==> src/rtl/gpu_console_pkg.sv <==
// gpu_console_pkg: shared constants, control codes, state encoding and
// cursor op codes for the text-mode console writer.
package gpu_console_pkg;

    localparam int COLS         = 80;
    localparam int ROWS         = 30;
    localparam int SCREEN_CELLS = COLS * ROWS;

    localparam logic [7:0] BLANK = 8'h20;

    localparam logic [7:0] CH_BS = 8'h08;
    localparam logic [7:0] CH_LF = 8'h0A;
    localparam logic [7:0] CH_FF = 8'h0C;
    localparam logic [7:0] CH_CR = 8'h0D;

    localparam logic [7:0] PR_LO = 8'h20;
    localparam logic [7:0] PR_HI = 8'h7E;

    localparam logic [6:0]  LAST_COL     = 7'(COLS - 1);
    localparam logic [4:0]  LAST_ROW     = 5'(ROWS - 1);
    localparam logic [11:0] CLR_ROW_LAST = 12'(COLS - 1);
    localparam logic [11:0] CLR_ALL_LAST = 12'(SCREEN_CELLS - 1);

    typedef enum logic [1:0] {
        S_IDLE,
        S_WRITE,
        S_CLR_ROW,
        S_CLR_ALL
    } state_t;

    // Cursor operations applied on the next clock edge
    localparam logic [2:0] OP_NONE = 3'd0;
    localparam logic [2:0] OP_ADV  = 3'd1;
    localparam logic [2:0] OP_NL   = 3'd2;
    localparam logic [2:0] OP_HOME = 3'd3;
    localparam logic [2:0] OP_BACK = 3'd4;
    localparam logic [2:0] OP_CR   = 3'd5;

    // row*80 + col using shifts only; result always < 2400 for legal inputs
    function automatic logic [11:0] cell_addr(input logic [4:0] r,
                                              input logic [6:0] c);
        return ({7'd0, r} << 6) + ({7'd0, r} << 4) + {5'd0, c};
    endfunction

endpackage

==> src/rtl/gpu_console_cursor.sv <==
// gpu_console_cursor: 80x30 cursor registers and linear cell address.
// Ports: clk, rst, op (cursor op code) -> col, row, row_next,
//        wrap_to_new_row (advance would leave the row), addr (row*80+col).
module gpu_console_cursor
    import gpu_console_pkg::*;
(
    input  logic        clk,
    input  logic        rst,
    input  logic [2:0]  op,
    output logic [6:0]  col,
    output logic [4:0]  row,
    output logic [4:0]  row_next,
    output logic        wrap_to_new_row,
    output logic [11:0] addr
);

    // No scrolling: the row after the last one is row 0
    assign row_next        = (row == LAST_ROW) ? 5'd0 : row + 5'd1;
    assign wrap_to_new_row = (col == LAST_COL);
    assign addr            = cell_addr(row, col);

    always_ff @(posedge clk or posedge rst) begin
        if (rst) begin
            col <= 7'd0;
            row <= 5'd0;
        end else begin
            case (op)
                OP_ADV: begin
                    if (wrap_to_new_row) begin
                        col <= 7'd0;
                        row <= row_next;
                    end else begin
                        col <= col + 7'd1;
                    end
                end
                OP_NL: begin
                    col <= 7'd0;
                    row <= row_next;
                end
                OP_HOME: begin
                    col <= 7'd0;
                    row <= 5'd0;
                end
                OP_BACK: begin
                    if (col != 7'd0) col <= col - 7'd1;
                end
                OP_CR: col <= 7'd0;
                default: ;
            endcase
        end
    end

endmodule

==> src/rtl/gpu_console.sv <==
// gpu_console: byte-stream to text RAM writer with CR/LF/BS/FF handling.
// Ports: clk, rst, char_in/char_valid/char_ready (byte handshake),
//        write_address/data_out/w_en (registered RAM write), cursor_col,
//        cursor_row, busy.
module gpu_console
    import gpu_console_pkg::*;
(
    input  logic        clk,
    input  logic        rst,
    input  logic [7:0]  char_in,
    input  logic        char_valid,
    output logic        char_ready,
    output logic [11:0] write_address,
    output logic [7:0]  data_out,
    output logic        w_en,
    output logic [6:0]  cursor_col,
    output logic [4:0]  cursor_row,
    output logic        busy
);

    state_t      state;
    logic [11:0] clr_cnt;
    logic        adv_pending;
    logic [2:0]  op;
    logic [4:0]  row_next;
    logic        wrap;
    logic [11:0] cur_addr;

    logic accept;
    logic is_print;
    logic is_lf;
    logic is_ff;
    logic is_bs_move;
    logic is_cr;

    assign char_ready = !busy && !rst;
    assign accept     = char_valid && char_ready;

    assign is_print   = (char_in >= PR_LO) && (char_in <= PR_HI);
    assign is_lf      = (char_in == CH_LF);
    assign is_ff      = (char_in == CH_FF);
    assign is_cr      = (char_in == CH_CR);
    // Backspace at column 0 falls through as an ignored byte
    assign is_bs_move = (char_in == CH_BS) && (cursor_col != 7'd0);

    gpu_console_cursor u_cursor (
        .clk             (clk),
        .rst             (rst),
        .op              (op),
        .col             (cursor_col),
        .row             (cursor_row),
        .row_next        (row_next),
        .wrap_to_new_row (wrap),
        .addr            (cur_addr)
    );

    // Printables move the cursor one cycle late, after their write is out
    always_comb begin
        op = OP_NONE;
        if (state == S_IDLE && accept) begin
            if (is_lf)           op = OP_NL;
            else if (is_ff)      op = OP_HOME;
            else if (is_bs_move) op = OP_BACK;
            else if (is_cr)      op = OP_CR;
        end else if (state == S_WRITE && adv_pending) begin
            op = OP_ADV;
        end
    end

    always_ff @(posedge clk or posedge rst) begin
        if (rst) begin
            state         <= S_IDLE;
            w_en          <= 1'b0;
            write_address <= 12'd0;
            data_out      <= 8'd0;
            busy          <= 1'b0;
            clr_cnt       <= 12'd0;
            adv_pending   <= 1'b0;
        end else begin
            w_en <= 1'b0;
            unique case (state)
                S_IDLE: begin
                    if (accept) begin
                        unique case (1'b1)
                            is_print: begin
                                w_en          <= 1'b1;
                                write_address <= cur_addr;
                                data_out      <= char_in;
                                adv_pending   <= 1'b1;
                                busy          <= 1'b1;
                                state         <= S_WRITE;
                            end
                            is_lf: begin
                                w_en          <= 1'b1;
                                write_address <= cell_addr(row_next, 7'd0);
                                data_out      <= BLANK;
                                clr_cnt       <= 12'd0;
                                busy          <= 1'b1;
                                state         <= S_CLR_ROW;
                            end
                            is_ff: begin
                                w_en          <= 1'b1;
                                write_address <= 12'd0;
                                data_out      <= BLANK;
                                clr_cnt       <= 12'd0;
                                busy          <= 1'b1;
                                state         <= S_CLR_ALL;
                            end
                            is_bs_move: begin
                                w_en          <= 1'b1;
                                write_address <= cur_addr - 12'd1;
                                data_out      <= BLANK;
                                adv_pending   <= 1'b0;
                                busy          <= 1'b1;
                                state         <= S_WRITE;
                            end
                            default: ;
                        endcase
                    end
                end
                S_WRITE: begin
                    adv_pending <= 1'b0;
                    if (adv_pending && wrap) begin
                        w_en          <= 1'b1;
                        write_address <= cell_addr(row_next, 7'd0);
                        data_out      <= BLANK;
                        clr_cnt       <= 12'd0;
                        state         <= S_CLR_ROW;
                    end else begin
                        busy  <= 1'b0;
                        state <= S_IDLE;
                    end
                end
                S_CLR_ROW: begin
                    if (clr_cnt == CLR_ROW_LAST) begin
                        busy  <= 1'b0;
                        state <= S_IDLE;
                    end else begin
                        w_en          <= 1'b1;
                        write_address <= write_address + 12'd1;
                        clr_cnt       <= clr_cnt + 12'd1;
                    end
                end
                S_CLR_ALL: begin
                    if (clr_cnt == CLR_ALL_LAST) begin
                        busy  <= 1'b0;
                        state <= S_IDLE;
                    end else begin
                        w_en          <= 1'b1;
                        write_address <= write_address + 12'd1;
                        clr_cnt       <= clr_cnt + 12'd1;
                    end
                end
                default: state <= S_IDLE;
            endcase
        end
    end

endmodule
==> config.mk <==
export PLATFORM = sky130hd
export DESIGN_NAME = gpu_console
export DESIGN_NICKNAME = d
export VERILOG_FILES = /design/src/rtl/gpu_console_pkg.sv /design/src/rtl/gpu_console_cursor.sv /design/src/rtl/gpu_console.sv
export SDC_FILE = /design/constraint.sdc
export NUM_CORES = 1
export LEC_CHECK = 0
export CORE_ASPECT_RATIO = 0.8
export CORE_MARGIN = 2
export CORE_UTILIZATION = 30
export CTS_BUF_LIST = sky130_fd_sc_hd__clkbuf_8
export DETAILED_ROUTE_END_ITERATION = 12
export PLACE_DENSITY_LB_ADDON = 0.08
export SLEW_MARGIN = 20
export SYNTH_ARGS = -nofsm -noshare
export SYNTH_HDL_FRONTEND = slang
export SYNTH_HIERARCHICAL = 1
export SYNTH_SLANG_ARGS = --single-unit
==> constraint.sdc <==
create_clock -name clk -period 4.11 [get_ports clk]
set_input_delay 0.6165 -clock clk [delete_from_list [all_inputs] [get_ports clk]]
set_output_delay 0.6165 -clock clk [all_outputs]
set_load 0.005 [all_outputs]
==> results.md <==
* Outcome: completed
* Cts hold-fix bufs at 0
* Max-cap violation count at 0
* Fmax at 272.9 MHz
* Share of cells above drive strength 1 at 8.935%
* Via count at 3787
* Clk slew on worst S/H paths at 110 ps
* Worst EP arrival at 3880 ps
* Starting density of the core at 30.86%
* DR pass1 iterations at 5
* Setup slack after layout at 445.6 ps
* Post-route ant nets at 0
* Die span in y at 106.9 um
* Worst slack, placed at 417.1 ps
* Initial antenna violation count at 0
* Post-synthesis register bit count at 49
* Area grow syn2layout at 19.94%
* Post-synthesis average cell area at 8.188 um^2
* CTS Root Cell: clkbuf_8
* Crit path time final at 3664 ps
* Static Leak at 1.963 nW
* Htree depth at 2
* Antenna Cells at 0
* Critical path launch point type: register
* Initial DRC Count at 280
* Met2 Use GR at 25.02%
* P per Cell Area at 520.5 nW/um^2
* Hold WC Path Type: reg2reg
* Clock Sinks at 49
* Die X at 132.6 um
* Row cnt at 37
* Post CTS Setup Buffer Count at 0
* Setup Viol. Count Final at 0
* Gr busiest metal: met1
* Slew headroom at 52.84%
* I/O Buffers at 45
* TritonCTS buffer count at 5
* Synth area leader: dfrtp_1
* Hold Slack at 501.2 ps
* Ys flop type: dfrtp_1
* Yosys top cell area share at 30.88%
* Filler Cells Inserted at 1366
* Top post-synthesis cells by count: dfrtp_1 (49), nand2_1 (46), nor2_1 (38), inv_1 (32), o21ai_0 (31)
* Dpl hpwl at 8.795 mm
* Final Skew at 9.276 ps
* Slowest cell delay on critical path at 540 ps
* Worst-skew pair later-pin latency at 320 ps
* Nets at 558
* Post-DR wirelength/cell at 16.79 um
* Most frequent cell after synthesis: dfrtp_1
* Post-Synthesis Cells at 485
* Worst path cell trace: inv_1, fa_1, inv_1, fa_1, a21oi_1, nor2_1, nor2_1, xnor2_1, or4_4, or3_4, a221oi_2, o21ai_1, a211oi_1, o211ai_1
* Period utilization at 89.16%
* CP Data Required Time at 4320 ps
* Hold Vio Cnt, Final at 0
* Worst-margin pin slew at 700.0 ps
* Largest net degree at the start of global routing at 40
* IO Pins at 46
* Total power draw at 0.002479 W
* Global Route Usage Sum at 17.10%
* Routed vias/inst at 5.402
* Setup TNS at 0 ps
* Mapped Area at 3971 um^2
* Sequential area share after synthesis at 30.88%
* Crit Path Max Fanout at 3
* Post-synth EDFFs at 0
* Vias in the first global route at 3715
* First-pass GRT wire length at 19.44 mm
* Peak VDD IR at 0.0002441 V
* Post-cts sizing count at 0
* CP Class: reg2reg
* Congestion Overflow GR at 0
* RD Place Congestion at 0.8193
* Die footprint at 14180 um^2
* Mapped Nets at 518
* Area of placed instances at 4626 um^2
* Final max-slew violation count at 0
* Met3 usage at 3.404%
* Core area at 12870 um^2
* # DRC at 0
* CTS Buffer Depth at 2
* Drt total wl at 11.77 mm
* Met1 global-route usage at 25.82%
* TritonCTS clock tree: built
* CP endpoint kind: register
* Post-synthesis async set-or-reset flop share at 100.0%
* Synth warn at 6
* Final instance area at 4763 um^2
* Top cells by area, synth: dfrtp_1 (31%), ha_1 (6.0%), nand2_1 (4.3%)
* Library cells used by synthesis at 74
* Critical Path Slowest Stage Cell: fa_1
* Unrepaired setup endpoints after global routing: no
==> through the flow <==
stage                     instances  utilization [%]
after CTS                       701            37.01
after floorplan                 485                -
after detailed placement        693            35.94
after global routing            701            37.01
final                           701            37.01
after global placement          693            35.94
==> flip-flops by register name, summed over array words and instances, names as in the netlist <==
signal / count
clr_cnt: 12
write_address: 12
data_out: 8
u_cursor/col: 7
u_cursor/row: 5
state: 2
adv_pending: 1
busy: 1
w_en: 1
==> metal layers <==
metal / up-vias / routed length [um]
li1: 1852 / -
met1: 1836 / 6167
met2: 88 / 4934
met3: 11 / 550
met4: 0 / 114
met5: - / 0
==> final timing paths <==
check,slack [ps],end,cells after the start,startpoint
max,450,write_address[11]$_DFFE_PP0P_,14,u_cursor/col[6]$_DFFE_PP0P_
min,500,data_out[7]$_DFFE_PP0P_,1,data_out[7]$_DFFE_PP0P_
max reg2reg,450,write_address[11]$_DFFE_PP0P_,14,u_cursor/col[6]$_DFFE_PP0P_
min reg2reg,500,data_out[7]$_DFFE_PP0P_,1,data_out[7]$_DFFE_PP0P_
max in group asynchronous,2760,write_address[2]$_DFFE_PP0P_,3,rst
min in group asynchronous,730,data_out[4]$_DFFE_PP0P_,2,rst
==> report_power, final <==
part | internal, W | total [W] | switching (W) | leakage (nW)
clock | 0.000245 | 0.000441 | 0.000195 | 0.0687
combinational | 0.000595 | 0.00127 | 0.000671 | 1.28
sequential | 0.000626 | 0.000772 | 0.000146 | 0.614
total | 0.00147 | 0.00248 | 0.00101 | 1.96
==> layout by cell type (no fill, tap or decap), types with 6 or more instances in the layout <==
| master | instances |
|---|---|
| dfrtp_1 | 49 |
| nand2_1 | 46 |
| clkdlybuf4s50_1 | 45 |
| nor2_1 | 38 |
| o21ai_0 | 31 |
| inv_1 | 31 |
| nand3_1 | 22 |
| ha_1 | 19 |
| a21oi_1 | 17 |
| xnor2_1 | 15 |
| o21ai_1 | 14 |
| buf_4 | 14 |
| o31ai_1 | 13 |
| a22oi_1 | 12 |
| nor3_1 | 11 |
| nor2b_1 | 9 |
| mux2i_1 | 9 |
| nor4_1 | 8 |
| and3_1 | 8 |
| and2_1 | 6 |
| nand4_1 | 6 |
==> cells by family after synthesis <==
family | share of synthesized area, %
AO/OA/AOI/OAI | 23.63
adder cells (fa/ha/maj) | 7.499
flip-flops | 30.88
buffers and inverters | 6.238
XOR/XNOR | 3.970
multiplexers | 2.552
AND/OR/NAND/NOR | 25.24
==> critical path: cells and delay by family, from the launching register on <==
family	cells	cell delay, ps
AO/OA/AOI/OAI	5	840
XOR/XNOR	1	120
adder cells (fa/ha/maj)	2	990
buffers and inverters	2	150
flip-flops	1	360
AND/OR/NAND/NOR	4	1090
==> final cells by class <==
cell class	count	area, um^2	area share (%)
tap	175	219.0	4.597
clock inverter	3	68.82	1.445
multi-input combinational	376	2497	52.43
timing repair buffer	59	555.5	11.66
clock buffer	5	68.82	1.445
sequential	49	1226	25.74
inverter	34	127.6	2.679
No activity file was read; power rests on OpenSTA's default activity.
==> RTL change 1: new RTL, same flow settings <==
Encoding of `state_t`: now Gray code (2 bits for 4 states).
--- a/src/rtl/gpu_console_pkg.sv
+++ b/src/rtl/gpu_console_pkg.sv
@@ -22,10 +22,10 @@
     localparam logic [11:0] CLR_ALL_LAST = 12'(SCREEN_CELLS - 1);
 
     typedef enum logic [1:0] {
-        S_IDLE,
-        S_WRITE,
-        S_CLR_ROW,
-        S_CLR_ALL
+        S_IDLE    = 2'b00,
+        S_WRITE   = 2'b01,
+        S_CLR_ROW = 2'b11,
+        S_CLR_ALL = 2'b10
     } state_t;
 
     // Cursor operations applied on the next clock edge
Behaviour: no difference found for any inputs over 10 cycles, from zero or initial values and one cycle with rst high; not proved beyond that.
==> RTL change 1 against the unedited design <==
Setup slack lost 0.0095 ns; synthesized cell count grew 0.41%; global-route usage grew 0.39 points; critical path depth shrank 3; cell area grew 0.84%; fmax shrank 0.26%; area after synthesis grew 1.4%; total power shrank 2.2%; sequential cell count is the same; wire length grew 2.7%; highest routed layer unchanged.
==> RTL change 1: results (changes against the unedited design) <==
Drt
  • WL per Instance: 17.1 um (was 16.8 um)
  • Vias post-DR: 3848 (was 3787)
  • Met1 WL: 6530 um (was 6170 um)
  • DR iter-0 viols: 303 (was 280)
  • Met2 wire length: 4950 um (was 4930 um)
  • Met3 WL: 488 um (was 550 um)

Layout
  • Layout filler cell count: 1338 (was 1366)
  • Fraction of area in clock buffers and inverters: 0.0250 (was 0.0289)
  • Seq_cells: 49 (unchanged)
  • Non-clock buffer share: 0.114 (was 0.117)
  • Inverter count: 36 (was 34)
  • Final net count: 563 (was 558)
  • Multi-input gate share of total cell area: 0.531 (was 0.524)
  • Bufs w/o clock: 58 (was 59)
  • N_diodes: 1 (was 0)
  • CLK BUF: 6 (was 5)
  • Share of layout cells above drive strength 1: 0.0829 (was 0.0894)
  • Multi-input gate count: 380 (was 376)
  • Register Area: 0.00123 mm2 (unchanged)

Placed design
  • Final GP Congestion: 0.813 (was 0.819)
  • HPWL after DPL: 9020 um (was 8800 um)
  • IO buf count: 45 (unchanged)

Power and ir drop
  • Worst VDD drop: 0.199 mV (was 0.244 mV)
  • Switching Share: 0.425 (was 0.408)
  • Switching power: 1030 uW (was 1010 uW)
  • Leakage: 0.00191 uW (was 0.00196 uW)
  • Sequential power: 831 uW (was 772 uW)
  • P_comb: 1200 uW (was 1270 uW)

Global routing
  • Routing usage on met3: 0.0287 (was 0.0340)
  • Initial antenna violation count: 1 (was 0)
  • First-pass GRT wire length: 20100 um (was 19400 um)
  • Largest net degree at the start of global routing: 37 (was 40)
  • Grt met1 use: 0.273 (was 0.258)
  • Total GRT Usage: 0.175 (was 0.171)
  • Grt met2 use: 0.250 (about the same)
  • Number of global-route vias before repair: 3683 (was 3715)

Logic synthesis
  • Distinct cells, synth: 75 (was 74)
  • Synth Area in Adders: 0.0739 (was 0.0750)
  • Mux cell area share after synthesis: 0.0252 (was 0.0255)
  • Synth top area share: 0.304 (was 0.309)
  • Synth cell count leaders: dfrtp_1 (49), nand2_1 (43), nor2_1 (37) (was dfrtp_1 (49), nand2_1 (46), nor2_1 (38))
  • XOR/XNOR Fraction of Synth Area: 0.0391 (was 0.0397)
  • Syn_nets: 520 (was 518)
  • Compound-Gate Fraction of Synth Area: 0.244 (was 0.236)
  • Ranking of synthesized cells by area: dfrtp_1 (30%), ha_1 (5.9%), nand2_1 (4.0%) (was dfrtp_1 (31%), ha_1 (6.0%), nand2_1 (4.3%))
  • Post-synthesis sequential area ratio: 0.304 (was 0.309)

Critical path
  • Largest fanout on the critical path: 5 (was 3)
  • Slowest stage delay, CP: 0.58 ns (was 0.54 ns)
  • Arrival @ worst endpoint: 3.89 ns (was 3.88 ns)
  • CP max-delay cell: or4_4 (was fa_1)
  • R2R cell count: 11 (was 14)
  • Kind of cell adding the most delay to the critical path: adder cells (was simple AND/OR/NAND/NOR gates)

Min path
  • Worst hold stages: 1 (unchanged)
  • Hold Path End: data_out[7]$_DFFE_PP0P_ (unchanged)

Status
  • Status: finished clean (unchanged)

Timing
  • Relative slew margins: 0.507 (was 0.528)
  • Worst clock skew: 0.0131 ns (was 0.00928 ns)
==> RTL change 1: changes by cell type after synthesis, moves of 3 or more <==
cell,unedited run,this run
nor2b_1,9,6
clkbuf_1,15,12
and2_1,6,2
a2111o_1,0,3
nand2_1,46,43
o21ai_0,31,26
a21oi_1,17,23
nand2b_1,2,6
o211ai_1,4,1
o311ai_0,2,5
a31oi_1,3,11
==> RTL change 1: through the flow <==
| stage | area (um2) | util | worst slack [ns] | hold WS, ns | std cells |
|---|---|---|---|---|---|
| after floorplan | 4030 | - | 0.406 | 0.468 | 487 |
| after global placement | 4680 | 0.361 | 0.549 | 0.495 | 698 |
| after detailed placement | 4680 | 0.361 | 0.457 | 0.494 | 698 |
| after CTS | 4800 | 0.370 | 0.407 | 0.520 | 706 |
| after global routing | 4800 | 0.370 | 0.241 | 0.539 | 706 |
| final | 4800 | 0.371 | 0.436 | 0.520 | 707 |
==> RTL change 2: new RTL, config.mk and constraints unchanged <==
Made on the original files. Reset style: synchronous (`rst`), changed in 2 clocked blocks.
--- a/src/rtl/gpu_console_cursor.sv
+++ b/src/rtl/gpu_console_cursor.sv
@@ -19,7 +19,7 @@
     assign wrap_to_new_row = (col == LAST_COL);
     assign addr            = cell_addr(row, col);
 
-    always_ff @(posedge clk or posedge rst) begin
+    always_ff @(posedge clk) begin
         if (rst) begin
             col <= 7'd0;
             row <= 5'd0;
--- a/src/rtl/gpu_console.sv
+++ b/src/rtl/gpu_console.sv
@@ -67,7 +67,7 @@
         end
     end
 
-    always_ff @(posedge clk or posedge rst) begin
+    always_ff @(posedge clk) begin
         if (rst) begin
             state         <= S_IDLE;
             w_en          <= 1'b0;
Function: differs if rst is asserted again (counterexample within 4 cycles, from zero or initial values and one cycle with rst high); with rst held inactive, the same outputs for 4 cycles.
==> RTL change 2 against the unedited design <==
Global-route usage up 1.0 points; cell area is 0.34% lower; area after synthesis grew 2.0%; sequential cell count did not move; setup slack got worse by 0.057 ns; cell count grew 5.0%; first-iteration DRC count up 34%; wire length up 9.5%; clock skew decreased by 0.0019 ns.
Power is not compared: it rests on default switching activity, and its combinational part moved more than twofold at a synthesized area within 25%.
==> RTL change 2: results (changes against the unedited design) <==
Logic synthesis
  • Ranking of synthesized cells by area: dfxtp_1 (24%), ha_1 (5.9%), nand3_1 (4.3%) (was dfrtp_1 (31%), ha_1 (6.0%), nand2_1 (4.3%))
  • Ys flop type: dfxtp_1 (was dfrtp_1)
  • Synthesized area per cell: 7.79 um2 (was 8.19 um2)
  • Distinct cells, synth: 89 (was 74)
  • Asr flop ratio synth: 0 (was 1.00)
  • Syn_nets: 553 (was 518)
  • Post-synthesis sequential area ratio: 0.242 (was 0.309)

Layout
  • Layout filler cell count: 1380 (was 1366)
  • Final net count: 593 (was 558)

Critical path
  • CP max-delay cell: or4_2 (was fa_1)
  • Largest fanout on the critical path: 9 (was 3)
  • Critical R2R Launch: u_cursor/col[6]$_SDFFE_PP0P_ (was u_cursor/col[6]$_DFFE_PP0P_)
  • CP endpoint: write_address[9]$_SDFFE_PP0P_ (was write_address[11]$_DFFE_PP0P_)

Drt
  • Vias post-DR: 4144 (was 3787)
  • Met3 WL: 589 um (was 550 um)
  • DR iter-0 viols: 376 (was 280)
  • Met2 wire length: 5280 um (was 4930 um)
  • Met1 WL: 6860 um (was 6170 um)

Placed design
  • Placed cell count: 728 (was 693)
  • Setup WS pre-CTS: 0.397 ns (was 0.417 ns)
  • HPWL after DPL: 9690 um (was 8800 um)
  • Placed Area: 0.00465 mm2 (was 0.00463 mm2)

Global routing
  • Total GRT Usage: 0.181 (was 0.171)
  • Grt met1 use: 0.277 (was 0.258)
  • Routing usage on met3: 0.0305 (was 0.0340)
  • Grt met2 use: 0.263 (was 0.250)

Status
  • Status: finished clean (unchanged)

Timing
  • Relative slew margins: 0.286 (was 0.528)
  • Fin Hold WS: 0.468 ns (was 0.501 ns)
  • Max Freq: 0.269 GHz (was 0.273 GHz)

Min path
  • Hold Path End: data_out[3]$_SDFFE_PP0P_ (was data_out[7]$_DFFE_PP0P_)
==> RTL change 2: changes by cell type in the layout (fill, tap and decap cells not counted), moves of 11 or more <==
cell	before	now
dfxtp_1	0	49
xor2_1	3	17
nand3_1	22	35
nor3_1	11	24
a21oi_1	17	30
dfrtp_1	49	0
a22oi_1	12	1
==> RTL change 2: final cells by class <==
| class | instances | area (um2) | share of cell area |
|---|---|---|---|
| repair buffers | 60 | 563 | 0.119 |
| inverters | 29 | 109 | 0.0229 |
| clock buffers | 5 | 68.8 | 0.0145 |
| well taps | 175 | 219 | 0.0461 |
| clock inverters | 3 | 26.3 | 0.00554 |
| multi-input cells | 415 | 2780 | 0.586 |
| flip-flops and latches | 49 | 981 | 0.207 |
==> RTL change 2: logic make-up after synthesis <==
| kind of cell | share of synthesized area |
|---|---|
| and+or+nand+nor | 0.307 |
| AOI/OAI and AO/OA | 0.246 |
| buffers and inverters | 0.0719 |
| DFF | 0.242 |
| xor gates and xnor gates | 0.0519 |
| adders and majority gates | 0.0735 |
| muxes | 0.00772 |
